File: config.mk
export PLATFORM = sky130hd
export DESIGN_NAME = scu_dsp_dma
export DESIGN_NICKNAME = d
export VERILOG_FILES = /design/src/rtl/scu_dsp_dma.sv
export SDC_FILE = /design/constraint.sdc
export NUM_CORES = 1
export LEC_CHECK = 0
export CAP_MARGIN = 10
export CORE_AREA = 2 2 102 104
export DETAILED_ROUTE_END_ITERATION = 6
export DIE_AREA = 0 0 104 106
export GPL_ROUTABILITY_DRIVEN = 1
export MAX_ROUTING_LAYER = met4
export PLACE_DENSITY = 0.74
export RECOVER_POWER = 50
export SKIP_CTS_REPAIR_TIMING = 1
export SLEW_MARGIN = 20
export SYNTH_ARGS = -nofsm -noshare
export SYNTH_HDL_FRONTEND = slang
export SYNTH_SLANG_ARGS = --single-unit
File: constraint.sdc
create_clock -name CLK -period 5 [get_ports CLK]
set_input_delay 1 -clock CLK [delete_from_list [all_inputs] [get_ports CLK]]
set_output_delay 1 -clock CLK [all_outputs]
set_load 0.005 [all_outputs]
File: src/rtl/scu_dsp_dma.sv
// SCU DSP DMA: moves words between the bus and the DSP data RAM banks, one command at a time.
// Define SCU_DSP_DMA_QUEUE_EN to add a QD-deep command queue; when it is undefined, commands start directly.
module scu_dsp_dma #(
  parameter int NBANK = 4,
  parameter int DW    = 32,
  parameter int CW    = 8,
  parameter int QD    = 2
) (
  input  logic                     CLK,
  input  logic                     RST_N,
  input  logic                     CE,
  input  logic                     CMD_VALID,
  output logic                     CMD_READY,
  input  logic                     CMD_DIR,
  input  logic [$clog2(NBANK)-1:0] CMD_BANK,
  input  logic [CW-1:0]            CMD_CNT,
  input  logic                     CMD_HOLD,
  output logic                     BUS_REQ,
  input  logic                     BUS_ACK,
  output logic                     BUS_LAST,
  input  logic                     BUS_END,
  output logic                     BUS_WE,
  output logic [DW-1:0]            BUS_DO,
  input  logic [DW-1:0]            BUS_DI,
  input  logic [NBANK*DW-1:0]      RAM_Q,
  output logic [DW-1:0]            RAM_D,
  output logic [NBANK-1:0]         RAM_WE,
  output logic [NBANK-1:0]         CT_INC,
  input  logic                     ABORT,
  output logic                     BUSY,
  output logic [CW-1:0]            CNT_REM
);
  localparam int BW = $clog2(NBANK);

  typedef enum logic [1:0] {IDLE, XFER, WAIT_END} state_t;
  typedef struct packed {
    logic          dir;
    logic [BW-1:0] bank;
    logic          hold;
    logic [CW-1:0] cnt;
  } cmd_t;

  state_t           state;
  logic             busy_q, req_q, dir_q, hold_q;
  logic [BW-1:0]    bank_q;
  logic [CW-1:0]    cnt_q;
  cmd_t             new_cmd, start_cmd;
  logic             ack_ok, cmd_end, start;
  logic [NBANK-1:0] bank_oh;

  assign new_cmd = {CMD_DIR, CMD_BANK, CMD_HOLD, CMD_CNT};
  assign ack_ok  = CE & (state == XFER) & req_q & BUS_ACK;
  assign cmd_end = (state != IDLE) & BUS_END;

`ifdef SCU_DSP_DMA_QUEUE_EN
  localparam int QAW = (QD > 1) ? $clog2(QD) : 1;
  localparam int QCW = $clog2(QD + 1);

  cmd_t           q_mem [QD];
  logic [QAW-1:0] rd_idx, wr_idx;
  logic [QCW-1:0] q_cnt;
  logic           q_empty, q_full, push, pop;

  function automatic logic [QAW-1:0] nxt(input logic [QAW-1:0] i);
    return (i == QAW'(QD - 1)) ? '0 : i + QAW'(1);
  endfunction

  // A pop in the same cycle frees the slot, so a full queue still accepts.
  assign q_empty   = (q_cnt == '0);
  assign q_full    = (q_cnt == QCW'(QD));
  assign pop       = CE & ~ABORT & ~q_empty & ((state == IDLE) | cmd_end);
  assign CMD_READY = ~ABORT & (~q_full | pop);
  assign push      = CE & CMD_VALID & CMD_READY;
  assign start     = pop;
  assign start_cmd = q_mem[rd_idx];

  always_ff @(posedge CLK) begin
    if (push) q_mem[wr_idx] <= new_cmd;
  end

  always_ff @(posedge CLK or negedge RST_N) begin
    if (!RST_N) begin
      rd_idx <= '0;
      wr_idx <= '0;
      q_cnt  <= '0;
    end else if (CE) begin
      if (ABORT) begin
        rd_idx <= '0;
        wr_idx <= '0;
        q_cnt  <= '0;
      end else begin
        if (push) wr_idx <= nxt(wr_idx);
        if (pop)  rd_idx <= nxt(rd_idx);
        if (push && !pop)      q_cnt <= q_cnt + QCW'(1);
        else if (pop && !push) q_cnt <= q_cnt - QCW'(1);
      end
    end
  end
`else
  assign CMD_READY = ~busy_q & ~ABORT;
  assign start     = CE & CMD_VALID & CMD_READY;
  assign start_cmd = new_cmd;
`endif

  // A count of 0 loads as 0 and means 2^CW words: the first ack wraps it to 2^CW-1.
  always_ff @(posedge CLK or negedge RST_N) begin
    if (!RST_N) begin
      state  <= IDLE;
      busy_q <= 1'b0;
      req_q  <= 1'b0;
      dir_q  <= 1'b0;
      hold_q <= 1'b0;
      bank_q <= '0;
      cnt_q  <= '0;
    end else if (CE) begin
      if (ABORT) begin
        state  <= IDLE;
        busy_q <= 1'b0;
        req_q  <= 1'b0;
        cnt_q  <= '0;
      end else if (start) begin
        state  <= XFER;
        busy_q <= 1'b1;
        req_q  <= 1'b1;
        dir_q  <= start_cmd.dir;
        bank_q <= start_cmd.bank;
        hold_q <= start_cmd.hold;
        cnt_q  <= start_cmd.cnt;
      end else if (cmd_end) begin
        state  <= IDLE;
        busy_q <= 1'b0;
        req_q  <= 1'b0;
        cnt_q  <= '0;
      end else if (ack_ok) begin
        cnt_q <= cnt_q - CW'(1);
        if (cnt_q == CW'(1)) begin
          state <= WAIT_END;
          req_q <= 1'b0;
        end
      end
    end
  end

  assign bank_oh  = NBANK'(1) << bank_q;
  assign BUSY     = busy_q;
  assign BUS_REQ  = req_q;
  assign BUS_LAST = (state == XFER) & (cnt_q == CW'(1));
  assign BUS_WE   = busy_q & dir_q;
  assign BUS_DO   = RAM_Q[bank_q*DW +: DW];
  assign RAM_D    = BUS_DI;
  assign CNT_REM  = cnt_q;
  assign RAM_WE   = (ack_ok & ~dir_q)  ? bank_oh : '0;
  assign CT_INC   = (ack_ok & ~hold_q) ? bank_oh : '0;

endmodule

==> results.py, run 1 <==
metrics = {
    "route": {
        "vias_per_cell": 4.577,
        "dr_total_vias": 2142,
        "drc": 0,
        "wirelength_um": 8693,
        "wl_per_cell_um": 18.57,
        "first_pass_iters": 4,
        "drt_iter0_drc": 106,
        "drtAntennaViolNets": 0,
    },
    "floorplanning": {
        "io_pins": 264,
        "row_count": 37,
        "fp.dieH_um": 106,
        "core_mm2": 0.01000,
        "die-width_um": 104,
        "start_util_pct": 19.39,
        "dieArea_mm2": 0.01102,
    },
    "worst_setup_path": {
        "max_stage_delay_ps": 620,
        "critPathKind": "in2out",
        "worstPathCellList": "clkdlybuf4s50_1 -> nand4b_1 -> nor4_1 -> clkdlybuf4s50_1",
        "cp-end-kind": "primary output",
        "crit_top_cell": "clkdlybuf4s50_1",
        "cp.arrival_ps": 3230,
        "worstPathMaxFanout": 18,
        "start_kind": "primary input",
        "critPathSlowestCell": "nand4b_1",
        "critPathRequiredTime_ps": 4000,
    },
    "timing": {
        "min_period_over_period_pct": 84.62,
        "rsz0062_at_grt": "no",
        "setup_viol": 0,
        "fin_crit_ps": 4231,
        "worstMarginPinSlew_ps": 1095,
        "max_slew_margin_pct": 25.98,
        "slew_viol_final": 0,
        "fin_skew_ps": 0.7282,
        "finalHoldViolCount": 0,
        "fin_setup_tns_ps": 0,
        "fmax_mhz": 236.4,
    },
    "place": {
        "dp.cells": 463,
        "dpl.hpwl_um": 7384,
        "place.gp.congestion": 0.8811,
        "port_buffers": 199,
    },
    "finish": {
        "layout-drive-gt1-share_pct": 14.76,
        "diodes": 0,
        "area_growth_pct": 99.35,
        "final_cells": 468,
        "finalNetCount": 514,
    },
    "synthesis": {
        "syn_avg_cell_area_um2": 11.41,
        "synth_top_cell_area_share_pct": 37.16,
        "synthTopCellsByCount": "buf_4, mux4_2, dfrtp_1",
        "synth_top_area_cell": "mux4_2",
        "synthArstFlopShare_pct": 100.0,
        "synth.cell_area_mm2": 0.001939,
        "synth.distinct_cells": 41,
        "synth_ff_type": "dfrtp_1",
        "ys_seq_area_share_pct": 19.35,
        "synth_edf_count": 0,
        "synth_fp_nets": 351,
        "netlist_top_cells_area": "mux4_2, dfrtp_1, buf_4, mux2_2, nor4_1",
        "yosysWarnings": 0,
        "synth_seq_cells": 15,
        "synthCells": 170,
    },
    "power": {
        "leakage_nw": 1.403,
        "cellPowerDensity_mw_per_mm2": 267.5,
        "ir_drop_uv": 171.7,
    },
    "global_routing": {
        "grt_pass1_wl_um": 13280,
        "antenna_found_initial": 0,
        "grt_max_degree": 38,
        "grt_pass1_vias": 2331,
        "grt-ovfl-total": 0,
        "track_usage_pct": 15.67,
    },
    "clocking": {
        "clk_latency_ps": 250,
        "clkSinkCount": 15,
        "cts.reportedPaths.clkPinSlew_ps": 60,
        "clk_path_buf_depth": 2,
        "cts_tree": "built",
        "cts_inserted_buffers": 3,
        "cts_max_level": 1,
        "cts-root-buf": "clkbuf_8",
    },
    "flow_run": {
        "cap_violations": 0,
    },
    "status": {
        "outcome": "complete, no violations",
    },
    "min_path": {
        "hold_path.class": "reg2reg",
    },
}
## critical path, delay by kind of cell
family                 cells  cell delay (ps)
and+or+nand+nor            2             1090
buffers and inverters      2             1130
## per-stage QoR
step	hold WS [ps]	setup slack, ps	utilization, %	area [um2]	power, mW
2_1_floorplan	510.0	2421	-	1939	0.5667
6_report	515.6	769.2	38.66	3866	1.034
3_5_place_dp	512.7	1243	38.40	3840	0.9524
5_1_grt	564.9	631.8	38.66	3866	1.098
3_3_place_gp	492.9	1320	38.40	3840	0.9427
4_1_cts	526.9	1246	38.85	3885	1.058
## state kept, by name, indices dropped and copies added (netlist names)
name     count
CNT_REM      8
bank_q       2
hold_q       1
BUSY         1
state        2
dir_q        1
## report_power, final
group          switching [mW]  total (mW)  internal [mW]
sequential             0.0586       0.210          0.151
clock                  0.0437       0.100         0.0564
combinational           0.237       0.724          0.488
## cells in the final DEF, fill, tap and decap left out, types with 3 or more instances in the layout
master | synthesis | routed
dfrtp_1 | 15 | 14
nor3_1 | 6 | 6
clkdlybuf4s50_1 | 0 | 190
nand2_1 | 9 | 9
nor2_1 | 5 | 5
mux2_2 | 5 | 5
nor4_1 | 6 | 6
dlygate4sd3_1 | 0 | 9
mux4_2 | 32 | 32
inv_1 | 3 | 3
nand3_1 | 3 | 3
clkbuf_8 | 0 | 3
a21oi_1 | 7 | 7
## path summary, 6_finish.rpt
path / slack [ps] / start / depth (start not counted) / to
max in group asynchronous: 3240 / RST_N / 1 / bank_q[0]
hold reg to reg: 520 / bank_q[1] / 1 / bank_q[1]
setup reg to reg: 2580 / state[1] / 4 / CNT_REM[5]
setup / recovery: 770 / CE / 4 / CT_INC[0]
hold / removal: 520 / bank_q[1] / 1 / bank_q[1]
min in group asynchronous: 1250 / RST_N / 1 / CNT_REM[2]
## cell type report
type                       instances  area [um2]
inverter                           3       11.26
sequential                        15       376.6
timing repair buffer             202        2018
multi-input combinational        108        1245
tap                              136       170.2
fill                             996        6133
clock buffer                       4       45.04
## logic make-up after synthesis
kind of cell | count (synthesis) | synth area share, %
compound gates | 23 | 9.161
xor+xnor | 2 | 0.9034
fa+ha+maj | 2 | 1.290
buf+inv | 47 | 15.68
flops | 15 | 19.35
mux | 37 | 40.06
simple gates | 44 | 13.55
## routing by layer
metal  up-vias  wire length [um]  GRT usage [%]  share of wire (%)
met5         -                 0              -                  0
met4         0               161          3.378                1.9
met3        14               720          3.740                8.3
met2       145              4411          27.30                 51
met1      1020              3400          18.50                 39
li1        963                 -              -                  -
Power figures use the tool's default switching activity.
==> inputs of run 2 (changes only) <==
Settings changed: CORE_AREA 2 2 102 104 to 2 2 103 105, DIE_AREA 0 0 104 106 to 0 0 105 107, PLACE_DENSITY 0.74 to 0.73.
Clock period 5 ns to 4.14 ns, I/O delays scaled along.
==> run 2 against run 1 <==
  * Sequential power is 38% higher
  * Sequential share of layout area hardly changed
  * Via count is 2.6% higher
  * Register-to-register slack worse by 690 ps
  * Utilization is 0.38 points lower
  * Sequential cell count stayed put
  * Highest routed layer unchanged
==> results.py, run 2 (synthesized netlist as in run 1, its figures left out) <==
metrics = {
    "finish": {
        "design_area_mm2": 0.003864,
        "most-common-layout-cells": "clkdlybuf4s50_1, mux4_2, dfrtp_1, nand2_1, dlygate4sd3_1",
        "largest_reg_flops": 8,
        "final_cells": 468,
        "layout-drive-gt1-share_pct": 14.76,
        "area_growth_pct": 99.23,
        "finalNetCount": 514,
        "regArea_um2": 376.6,
        "final_common_cell": "clkdlybuf4s50_1",
        "fillers": 1023,
        "fin_util_pct": 38.28,
        "multiInputGateArea_mm2": 0.001246,
        "diodes": 0,
    },
    "status": {
        "outcome": "complete, no violations",
    },
    "floorplanning": {
        "die-width_um": 105,
        "dieArea_mm2": 0.01124,
        "start_util_pct": 19.22,
        "fp.dieH_um": 107,
        "row_count": 37,
        "core_mm2": 0.01009,
        "io_pins": 264,
    },
    "worst_setup_path": {
        "reg2reg_depth": 5,
        "worstPathMaxFanout": 27,
        "max_stage_delay_ps": 890,
        "critPathSlowestCell": "dfrtp_2",
        "critPathKind": "reg2out",
        "cp.arrival_ps": 2550,
        "crit_buf_inv": 2,
        "start_kind": "register",
        "cpLargestDelayFamily": "flip-flops",
        "r2r_end": "CNT_REM[0]",
        "cp-end-kind": "primary output",
        "r2r_setup_slack_ps": 1890,
        "rr_startpoint": "BUSY",
        "worstPathCellList": "buf_4 -> mux4_2 -> clkdlybuf4s50_1",
        "critPathRequiredTime_ps": 3310,
    },
    "min_path": {
        "hold_path.class": "reg2reg",
        "hold_path_depth": 1,
        "hp-start": "state[1]",
        "min_to": "state[1]",
    },
    "route": {
        "dr_total_vias": 2198,
        "vias_per_cell": 4.697,
        "wl_per_cell_um": 18.85,
        "drtAntennaViolNets": 0,
        "drt_iter0_drc": 80,
        "wirelength_um": 8823,
        "drc": 0,
        "first_pass_iters": 4,
    },
    "power": {
        "intPower_mw": 0.8401,
        "power_mw": 1.257,
        "leakage_nw": 1.419,
        "cellPowerDensity_mw_per_mm2": 325.2,
        "combPwrFrac_pct": 67.4,
        "switchingPower_mw": 0.4165,
        "clock_power_share_pct": 9.5,
        "pwr-share-seq_pct": 23.1,
        "netSwitchingFraction_pct": 33.15,
        "ir_drop_uv": 184.6,
    },
    "place": {
        "dpl.hpwl_um": 7662,
        "placed_cell_area_mm2": 0.003847,
        "port_buffers": 199,
        "place.gp.congestion": 0.8559,
        "dp.cells": 464,
        "dp_slack_ps": 689.1,
    },
    "clocking": {
        "cts.reportedPaths.clkPinSlew_ps": 60,
        "cts_inserted_buffers": 3,
        "cts-root-buf": "clkbuf_8",
        "cts_tree": "built",
        "clk_latency_ps": 250,
        "clk_path_buf_depth": 2,
        "cts_max_level": 1,
        "clkSinkCount": 15,
    },
    "global_routing": {
        "grt_pass1_wl_um": 13340,
        "grt_pass1_vias": 2373,
        "grt-ovfl-total": 0,
        "track_usage_pct": 15.58,
        "grt_max_degree": 28,
        "antenna_found_initial": 0,
    },
    "timing": {
        "worst_slack_ps": 757.5,
        "setup_viol": 0,
        "slew_viol_final": 0,
        "fmax_mhz": 295.6,
        "fin_skew_ps": 1.477,
        "min_period_over_period_pct": 81.70,
        "max_slew_margin_pct": 29.40,
        "finalHoldViolCount": 0,
        "fin_crit_ps": 3383,
        "worstMarginPinSlew_ps": 1045,
        "whs_ps": 578.5,
        "fin_setup_tns_ps": 0,
        "rsz0062_at_grt": "no",
    },
    "flow_run": {
        "cap_violations": 0,
    },
}
-- run 2: cell types whose count changed in the layout (fill, tap and decap cells not counted) --
cell,change
buf_4,+1
buf_6,-1
nand4b_1,-1
nand4b_4,+1
o31ai_1,+1
o31ai_4,-1
-- run 2: power groups by stage --
stage	combinational (mW)	sequential [mW]	clock, mW
finish	0.848	0.290	0.119
global route	0.907	0.306	0.127
floorplan	0.462	0.222	0
CTS	0.871	0.294	0.122
detailed placement	0.866	0.295	0
global placement	0.857	0.295	0
-- run 2: layout make-up --
| class | instances | share of cell area [%] |
|---|---|---|
| clock buffers | 4 | 1.166 |
| inverters | 3 | 0.2915 |
| multi-input cells | 108 | 32.25 |
| flip-flops and latches | 15 | 9.747 |
| well taps | 136 | 4.404 |
| repair buffers | 202 | 52.14 |
-- run 2: how the worst max path moves through the flow --
| stage | from | endpoint | slack, ps | depth (start not counted) |
|---|---|---|---|---|
| after floorplan | bank_q[0] | BUS_DO[10] | 1860 | 3 |
| after global placement | CE | CT_INC[0] | 790 | 4 |
| after detailed placement | CE | CT_INC[0] | 690 | 4 |
| after CTS | CE | CT_INC[0] | 690 | 4 |
| after global routing | bank_q[0] | BUS_DO[23] | 610 | 3 |
| final | bank_q[0] | BUS_DO[29] | 760 | 3 |
-- run 2: layer usage --
metal / vias up / routed length [um] / GRT usage (%)
met5: - / 0 / -
met3: 14 / 639 / 3.100
met4: 0 / 158 / 3.238
li1: 968 / - / -
met1: 1080 / 3367 / 17.76
met2: 136 / 4658 / 28.43
